File: src/rtl/reg_write_arbiter.sv
// reg_write_arbiter: three-requester write arbiter in front of a register bank.
// Each cycle one eligible requester is picked. A requester is eligible when its
// req is high and it is not being granted in that cycle. The winner's grant,
// one-hot load strobe and data are registered, so they appear one cycle later.
// A saturating counter records cycles with two or more eligible requesters.
// Build option: define RR_ARB_EN for round-robin arbitration. Without it, the
// arbiter uses fixed priority req0 > req1 > req2.
module reg_write_arbiter #(
  parameter int DATA_W = 16,
  parameter int ADDR_W = 3,
  localparam int NUM_REGS = 2**ADDR_W
) (
  input  logic                  clk,
  input  logic                  rst_n,
  input  logic [2:0]            req,
  input  logic [3*ADDR_W-1:0]   wr_addr,
  input  logic [3*DATA_W-1:0]   wr_data,
  input  logic                  cnt_clr,
  output logic [2:0]            gnt,
  output logic [NUM_REGS-1:0]   load,
  output logic [DATA_W-1:0]     bus_data,
  output logic [7:0]            conflict_cnt
);

  logic [2:0]        eligible;
  logic              contended;
  logic              win_valid;
  logic [1:0]        win_idx;
  logic [ADDR_W-1:0] sel_addr;
  logic [DATA_W-1:0] sel_data;

  // A requester granted this cycle has already been served, so mask it out.
  assign eligible  = req & ~gnt;
  assign contended = (eligible[0] & eligible[1]) |
                     (eligible[0] & eligible[2]) |
                     (eligible[1] & eligible[2]);

`ifdef RR_ARB_EN
  logic [1:0] last_gnt;
  logic [1:0] cand;

  // Round-robin pick: search starts after the last winner and wraps 2 -> 0.
  always_comb begin
    // NOTE: every variable gets a default first so no path leaves it unassigned (no latch).
    win_valid = 1'b0;
    win_idx   = 2'd0;
    cand      = (last_gnt == 2'd2) ? 2'd0 : last_gnt + 2'd1;
    for (int k = 0; k < 3; k++) begin
      if (!win_valid && eligible[cand]) begin
        win_valid = 1'b1;
        win_idx   = cand;
      end
      cand = (cand == 2'd2) ? 2'd0 : cand + 2'd1;
    end
  end

  // Remember the most recent winner. Reset value 2 gives requester 0 first turn.
  always_ff @(posedge clk or negedge rst_n) begin
    if (!rst_n) begin
      last_gnt <= 2'd2;
    end else if (win_valid) begin
      last_gnt <= win_idx;
    end
  end
`else
  // Fixed priority pick: the lowest-numbered eligible requester wins.
  always_comb begin
    win_valid = 1'b1;
    win_idx   = 2'd0;
    if (eligible[0]) begin
      win_idx = 2'd0;
    end else if (eligible[1]) begin
      win_idx = 2'd1;
    end else if (eligible[2]) begin
      win_idx = 2'd2;
    end else begin
      win_valid = 1'b0;
    end
  end
`endif

  // Route the winner's address and data toward the output registers.
  always_comb begin
    sel_addr = '0;
    sel_data = '0;
    case (win_idx)
      2'd0: begin
        sel_addr = wr_addr[0 +: ADDR_W];
        sel_data = wr_data[0 +: DATA_W];
      end
      2'd1: begin
        sel_addr = wr_addr[ADDR_W +: ADDR_W];
        sel_data = wr_data[DATA_W +: DATA_W];
      end
      2'd2: begin
        sel_addr = wr_addr[2*ADDR_W +: ADDR_W];
        sel_data = wr_data[2*DATA_W +: DATA_W];
      end
      default: begin
        sel_addr = '0;
        sel_data = '0;
      end
    endcase
  end

  // Registered grant and load strobes. bus_data keeps its value when nothing wins.
  always_ff @(posedge clk or negedge rst_n) begin
    // NOTE: sequential state uses non-blocking (<=) so all registers update together at the edge.
    if (!rst_n) begin
      gnt      <= '0;
      load     <= '0;
      bus_data <= '0;
    end else begin
      gnt  <= '0;
      load <= '0;
      if (win_valid) begin
        gnt      <= 3'b001 << win_idx;
        load     <= NUM_REGS'(1) << sel_addr;
        bus_data <= sel_data;
      end
    end
  end

  // Saturating contention counter. A clear overrides an increment in the same cycle.
  always_ff @(posedge clk or negedge rst_n) begin
    if (!rst_n) begin
      conflict_cnt <= 8'd0;
    end else if (cnt_clr) begin
      conflict_cnt <= 8'd0;
    end else if (contended && conflict_cnt != 8'hFF) begin
      conflict_cnt <= conflict_cnt + 8'd1;
    end
  end

endmodule

File: config.mk
export PLATFORM = sky130hd
export DESIGN_NAME = reg_write_arbiter
export DESIGN_NICKNAME = d
export VERILOG_FILES = /design/src/rtl/reg_write_arbiter.sv
export SDC_FILE = /design/constraint.sdc
export NUM_CORES = 1
export LEC_CHECK = 0
export CORE_MARGIN = 2
export CORE_UTILIZATION = 36
export CTS_BUF_LIST = sky130_fd_sc_hd__clkbuf_4 sky130_fd_sc_hd__clkbuf_8 sky130_fd_sc_hd__clkbuf_16
export DETAILED_ROUTE_END_ITERATION = 12
export PLACE_DENSITY = 0.74
export REMOVE_ABC_BUFFERS = 1
export SLEW_MARGIN = 10
export SYNTH_ARGS = -nofsm -noshare
export SYNTH_HDL_FRONTEND = slang
export SYNTH_SLANG_ARGS = --single-unit
File: constraint.sdc
create_clock -name clk -period 3.3 [get_ports clk]
set_clock_uncertainty 0.2 [all_clocks]
set_input_delay 0.66 -clock clk [delete_from_list [all_inputs] [get_ports clk]]
set_output_delay 0.66 -clock clk [all_outputs]
set_load 0.005 [all_outputs]
## Yosys cells after proc, flatten, opt, wreduce, memory -nomap -nowiden

Cells that the tools add are included.

- Memory bits (read-only): 0
- Memory bits (writable): 0
- Input bits: 63
- Bits in latches: 0
- Flip-flop bits (word level): 35
- Output and inout bits: 35
- Memories kept: 0

- Equal/unequal tests: 3
- Shift operators: 2
- Reduce and logical (&&, ||, !) cells: 3
- Bitwise logic cells: 7
- Multiply operators: 0
- Divide/modulo/power cells: 0
- Add/sub/neg operators: 1
- $lt $le $gt $ge: 0
- Multiplexer cells: 12

Operator list:

| cell | count |
|---|---|
| 16-bit one-hot mux with 3 select lines | 1 |
| 8-bit 2-to-1 mux | 3 |
| 3-bit one-hot mux with 3 select lines | 1 |
| 8-bit by 1-bit adder with 8-bit output, second input constant | 1 |
| 8-bit != test, second input constant | 1 |
| 1-bit by 3-bit << shifter with 8-bit output, first input constant | 1 |
| 2-bit 2-to-1 mux | 3 |
| 1-bit bitwise AND | 3 |
| 3-bit bitwise AND | 1 |
| 1-bit 2-to-1 mux | 3 |
| 3-bit 2-to-1 mux | 1 |
| 3-bit inverter | 1 |
| 1-bit by 2-bit << shifter with 3-bit output, first input constant | 1 |
| 2-bit by 1-bit equality test with 1-bit output, second input constant | 1 |
| 2-bit equality test, second input constant | 1 |
| 2-bit zero test | 1 |
| 1-bit bitwise OR | 2 |
| 2-bit nonzero test | 1 |
| 1-bit logical AND | 1 |

## Depth between registers and ports, before layout

- Depth after elaboration: 9
- Depth in mapped cells: 6
- Depth with buffers taken out: 5

## Worst setup path before layout

No wires, ideal clock.

- Kind: input to register
- Start point: in req[2]
- End point: reg conflict_cnt[4]
- Data arrival time: 1.675 ns
- Buffers on the path: 0
- Slack: 1.347 ns
- Stages on the path: 4
- Cells stage by stage: nand2b_4 -> maj3_2 -> or4_1 -> a21oi_1

- Word-level cells in the longest chain between the ends: 6
- Elaborated cells on any way between the ends: 7
- Classes of those cells: 5 x bitwise; 2 x reduce/logical

Ends and longest elaborated chain:

| item | line | source |
|---|---|---|
| start, declared | 15 | `input logic [2:0] req,` |
| 3-bit bitwise AND (*) | 33 | `assign eligible = req & ~gnt;` |
| 1-bit bitwise AND | 35 | `(eligible[0] & eligible[2]) \|` |
| 1-bit bitwise OR | 34 | `assign contended = (eligible[0] & eligible[1]) \|` |
| 1-bit bitwise OR (*) | 35 |  |
| 1-bit logical AND (*) | 130 | `end else if (contended && conflict_cnt != 8'hFF) begin` |
| 2-bit nonzero test (no line) (*) | - |  |
| end signal, assigned | 131 | `conflict_cnt <= conflict_cnt + 8'd1;` |
| end, declared | 22 | `output logic [7:0] conflict_cnt` |

Mark *: on every way between the ends. The rest lies on a longest branch, timed or not.
A chain may end at the register's enable or synchronous reset.

## Worst setup path after layout

- Start point: in req[1]
- End point: reg conflict_cnt[6]

- Word-level cells in the longest chain between the ends: 6
- Elaborated cells on any way between the ends: 7
- Classes of those cells: 5 x bitwise; 2 x reduce/logical

Ends and longest elaborated chain:

| item | line |
|---|---|
| 3-bit bitwise AND (*) | 33 |
| 1-bit bitwise AND | 34 |
| 1-bit bitwise OR | 34 |
| 1-bit bitwise OR (*) | 35 |
| 1-bit logical AND (*) | 130 |
| 2-bit nonzero test (no line) (*) | - |

Marked as above.

==> impl_metrics.prom <==
# TYPE chip_impl_metric gauge
chip_impl_metric{name="antenna_violating_nets_post_route",unit=""} 0
chip_impl_metric{name="synth.ff_latch_count",unit=""} 35
chip_impl_metric{name="gpl.final_weighted_congestion",unit=""} 0.768
chip_impl_metric{name="synthesis.yosys.warnings",unit=""} 0
chip_impl_metric{name="worst-path-max-fanout",unit=""} 24
chip_impl_metric{name="synth_sequential_area_ratio",unit="%"} 52.3
chip_impl_metric{name="antennaDiodeCount",unit=""} 0
chip_impl_metric{name="postCtsResizedCells",unit=""} 0
chip_impl_metric{name="clk_pin_slew_worst_paths",unit="ns"} 0.07
chip_impl_metric{name="hold-worst-slack",unit="ns"} 0.237
chip_impl_metric{name="insertion_delay",unit="ns"} 0.29
chip_impl_metric{name="max_clock_freq",unit="MHz"} 400
chip_impl_metric{name="worst_path_largest_cell_delay",unit="ns"} 0.52
chip_impl_metric{name="row_count",unit=""} 24
chip_impl_metric{name="detail_route.first_pass.iterations",unit=""} 4
chip_impl_metric{name="drt-wirelength-per-cell",unit="microns"} 14.3
chip_impl_metric{name="slew_of_the_pin_with_the_lowest_slew_margin",unit="ns"} 0.744
chip_impl_metric{name="finalSetupViolations",unit=""} 0
chip_impl_info{name="worst_hold_path_type",value="in2async"} 1
chip_impl_metric{name="dp.final_hpwl",unit="microns"} 3460
chip_impl_metric{name="power-per-cell-area",unit="mW/mm^2"} 424
chip_impl_metric{name="report.final.hold_viol_count",unit=""} 0
chip_impl_metric{name="path_buf_inv",unit=""} 1
chip_impl_metric{name="number_of_global_route_vias_before_repair",unit=""} 1668
chip_impl_metric{name="grt_remaining_overflow",unit=""} 0
chip_impl_info{name="cts_tree",value="yes"} 1
chip_impl_info{name="yosys.cell_count.top_type",value="sky130_fd_sc_hd__dfrtp_1"} 1
chip_impl_metric{name="clkSinkCount",unit=""} 35
chip_impl_metric{name="die_height",unit="microns"} 72.2
chip_impl_info{name="outcome",value="finished, final reports clean"} 1
chip_impl_metric{name="postSynth.asyncResetShare",unit="%"} 100
chip_impl_metric{name="detailed_place.area",unit="sq mm"} 0.00269
chip_impl_info{name="synth.top_cells.by_count",value="35 x sky130_fd_sc_hd__dfrtp_1, 28 x sky130_fd_sc_hd__o22ai_1, 19 x sky130_fd_sc_hd__a21oi_1, 13 x sky130_fd_sc_hd__nand2_1, 10 x sky130_fd_sc_hd__nor3_1"} 1
chip_impl_metric{name="io_buffers",unit=""} 97
chip_impl_metric{name="holdBufCountCts",unit=""} 0
chip_impl_metric{name="postCtsSetupRepairBufs",unit=""} 0
chip_impl_metric{name="multi_input_area",unit="sq um"} 756
chip_impl_metric{name="setup_tns",unit="ns"} 0
chip_impl_metric{name="initial_antenna_violation_count",unit=""} 0
chip_impl_metric{name="initial_utilization",unit="%"} 37.9
chip_impl_info{name="globalRoute.busiestLayer",value="met2"} 1
chip_impl_info{name="timing.setup.critical_path_class",value="in2reg"} 1
chip_impl_metric{name="finalWorstPathRequiredPeriod",unit="ns"} 2.50
chip_impl_metric{name="timing.slew.headroom",unit="%"} 50.4
chip_impl_metric{name="critPathArrivalTime",unit="ns"} 2.51
chip_impl_metric{name="syn_std_cell_area",unit="sq mm"} 0.00167
chip_impl_info{name="unrepaired_setup_endpoints_after_global_routing",value="false"} 1
chip_impl_metric{name="register_area",unit="sq um"} 876
chip_impl_metric{name="drc_errors",unit=""} 0
chip_impl_metric{name="count_of_flip_flops_with_a_built_in_enable_after_synthesis",unit=""} 0
chip_impl_metric{name="final_design_area_no_fill",unit="sq mm"} 0.00280
chip_impl_metric{name="synth_top_area_share",unit="%"} 52.3
chip_impl_metric{name="h-tree-depth",unit=""} 2
chip_impl_metric{name="leak",unit="nW"} 1.12
chip_impl_metric{name="die_w",unit="microns"} 72.2
chip_impl_metric{name="top_level_ports",unit=""} 98
chip_impl_info{name="worstSetupEndpointType",value="flop"} 1
chip_impl_info{name="ctsRootBufferMaster",value="sky130_fd_sc_hd__clkbuf_8"} 1
chip_impl_metric{name="syn_to_final_growth",unit="%"} 67.4
chip_impl_info{name="worst_path_top_cell_family_by_delay",value="simple AND/OR/NAND/NOR gates"} 1
chip_impl_metric{name="dp_slack",unit="ns"} 0.499
chip_impl_info{name="dominant_cell_type_by_area_after_synthesis",value="sky130_fd_sc_hd__dfrtp_1"} 1
chip_impl_metric{name="worst-r2r-setup-slack",unit="ns"} 1.22
chip_impl_metric{name="cp_data_required_time",unit="ns"} 3.31
chip_impl_metric{name="grt_first_pass_wirelength",unit="microns"} 7330
chip_impl_metric{name="ctsLongestPathBuffers",unit=""} 2
chip_impl_metric{name="number_of_vias_after_detailed_routing",unit=""} 1771
chip_impl_metric{name="grt_start_max_net_pins",unit=""} 36
chip_impl_metric{name="slew_violations",unit=""} 0
chip_impl_metric{name="cts_buffers",unit=""} 5
chip_impl_metric{name="filler_cell_count_in_the_final_layout",unit=""} 378
chip_impl_metric{name="finish.net_count",unit=""} 333
chip_impl_metric{name="gr-usage-met1",unit="%"} 21.1
chip_impl_info{name="synth_area_leaders",value="sky130_fd_sc_hd__dfrtp_1 52%, sky130_fd_sc_hd__o22ai_1 10%, sky130_fd_sc_hd__a21oi_1 5.7%, sky130_fd_sc_hd__nor3_1 3.0%, sky130_fd_sc_hd__nand2_1 2.9%"} 1
chip_impl_info{name="synth_flop_cell",value="sky130_fd_sc_hd__dfrtp_1"} 1
chip_impl_metric{name="vdd.ir_drop.worst",unit="mV"} 0.203
chip_impl_info{name="worstReg2RegStart",value="gnt[1]"} 1
chip_impl_metric{name="die_area",unit="sq mm"} 0.00521
chip_impl_metric{name="detail_route.iter0.violations",unit=""} 67
chip_impl_metric{name="period_share",unit="%"} 75.7
chip_impl_metric{name="r2r_cells",unit=""} 4
chip_impl_metric{name="postSynthAreaPerCell",unit="sq um"} 9.73
chip_impl_metric{name="timing.final.ws_setup",unit="ns"} 0.801
chip_impl_info{name="critPathSlowestCell",value="sky130_fd_sc_hd__clkdlybuf4s50_1"} 1
chip_impl_info{name="setup.worst_path.start_class",value="primary input"} 1
chip_impl_info{name="r2r-end",value="conflict_cnt[6]"} 1
chip_impl_metric{name="maxCapViolCount",unit=""} 0
chip_impl_info{name="path_cells",value="clkdlybuf4s50_1 -> nand2b_4 -> maj3_2 -> or4_1 -> a21oi_1"} 1
chip_impl_metric{name="number_of_instances_in_the_synthesized_netlist",unit=""} 172
chip_impl_metric{name="drive_above_1_share",unit="%"} 5.93
chip_impl_metric{name="post_synth_num_cell_types",unit=""} 35
chip_impl_metric{name="grt.met3_usage",unit="%"} 6.67
chip_impl_metric{name="design.core.area",unit="sq mm"} 0.00441
chip_impl_metric{name="grt.total_usage",unit="%"} 17.9
chip_impl_metric{name="post_drt_via_cell_ratio",unit=""} 5.50
chip_impl_metric{name="grt.met2_usage",unit="%"} 30.8
chip_impl_metric{name="routed_wirelength",unit="microns"} 4610
## area by class of cell
| cell class | count | share of cell area (%) |
|---|---|---|
| Clock buffer | 6 | 2.95 |
| Clock inverter | 2 | 1.25 |
| Inverter | 2 | 0.268 |
| Multi-Input combinational cell | 126 | 27.0 |
| Sequential cell | 35 | 31.2 |
| Tap cell | 52 | 2.32 |
| Timing Repair Buffer | 99 | 35.0 |
## through the flow
stage,power (mW),utilization (%),std cells
after floorplan,0.605,-,163
after global placement,0.796,60.8,314
after detailed placement,0.802,60.8,314
after CTS,1.20,63.5,322
after global routing,1.25,63.5,322
final,1.19,63.5,322
## cell families after synthesis
kind of cell / count (synthesis) / synth area share (%)
AND/OR/NAND/NOR: 55 / 17.6
AO/OA/AOI/OAI: 68 / 25.5
adder cells (fa/ha/maj): 2 / 1.42
buffers and inverters: 11 / 2.54
multiplexers: 1 / 0.598
flip-flops: 35 / 52.3
## layer usage
metal	wire, microns	up-vias
met3	328	4
met4	33	0
li1	-	858
met5	0	-
met2	2330	67
met1	1920	842
## power breakdown
group	internal [mW]	total (mW)	leakage, nW	switching, mW
clock network	0.244	0.397	0.0612	0.153
registers	0.470	0.493	0.437	0.0233
logic	0.183	0.298	0.619	0.116
total	0.897	1.19	1.12	0.292
## flip-flops by register name (all words and copies together), names as in the netlist
register,cells
gnt,3
bus_data,16
conflict_cnt,8
load,8
## how the worst max path moves through the flow
stage | to | slack [ns] | cells after the start | from
floorplan | conflict_cnt[4] | 0.67 | 4 | req[0]
global placement | conflict_cnt[4] | 0.54 | 5 | req[1]
detailed placement | conflict_cnt[6] | 0.50 | 5 | req[1]
CTS | conflict_cnt[6] | 0.80 | 5 | req[1]
global route | conflict_cnt[6] | 0.74 | 5 | req[1]
finish | conflict_cnt[6] | 0.80 | 5 | req[1]
## placed cells by master, fill, tap and decap left out, drive strengths merged, types with 3 or more instances in the layout
cell type,Yosys,routed
o31ai,4,4
o21ai,7,7
dfrtp,35,35
o22ai,28,28
nand3,5,5
or3,3,3
clkdlybuf4s50,0,96
a21oi,19,19
nand2b,4,4
nor3,10,10
buf,3,3
nand2,13,13
and3,4,4
nor2,7,7
clkbuf,6,6
Note: power is estimated with default switching activity, not from simulation.
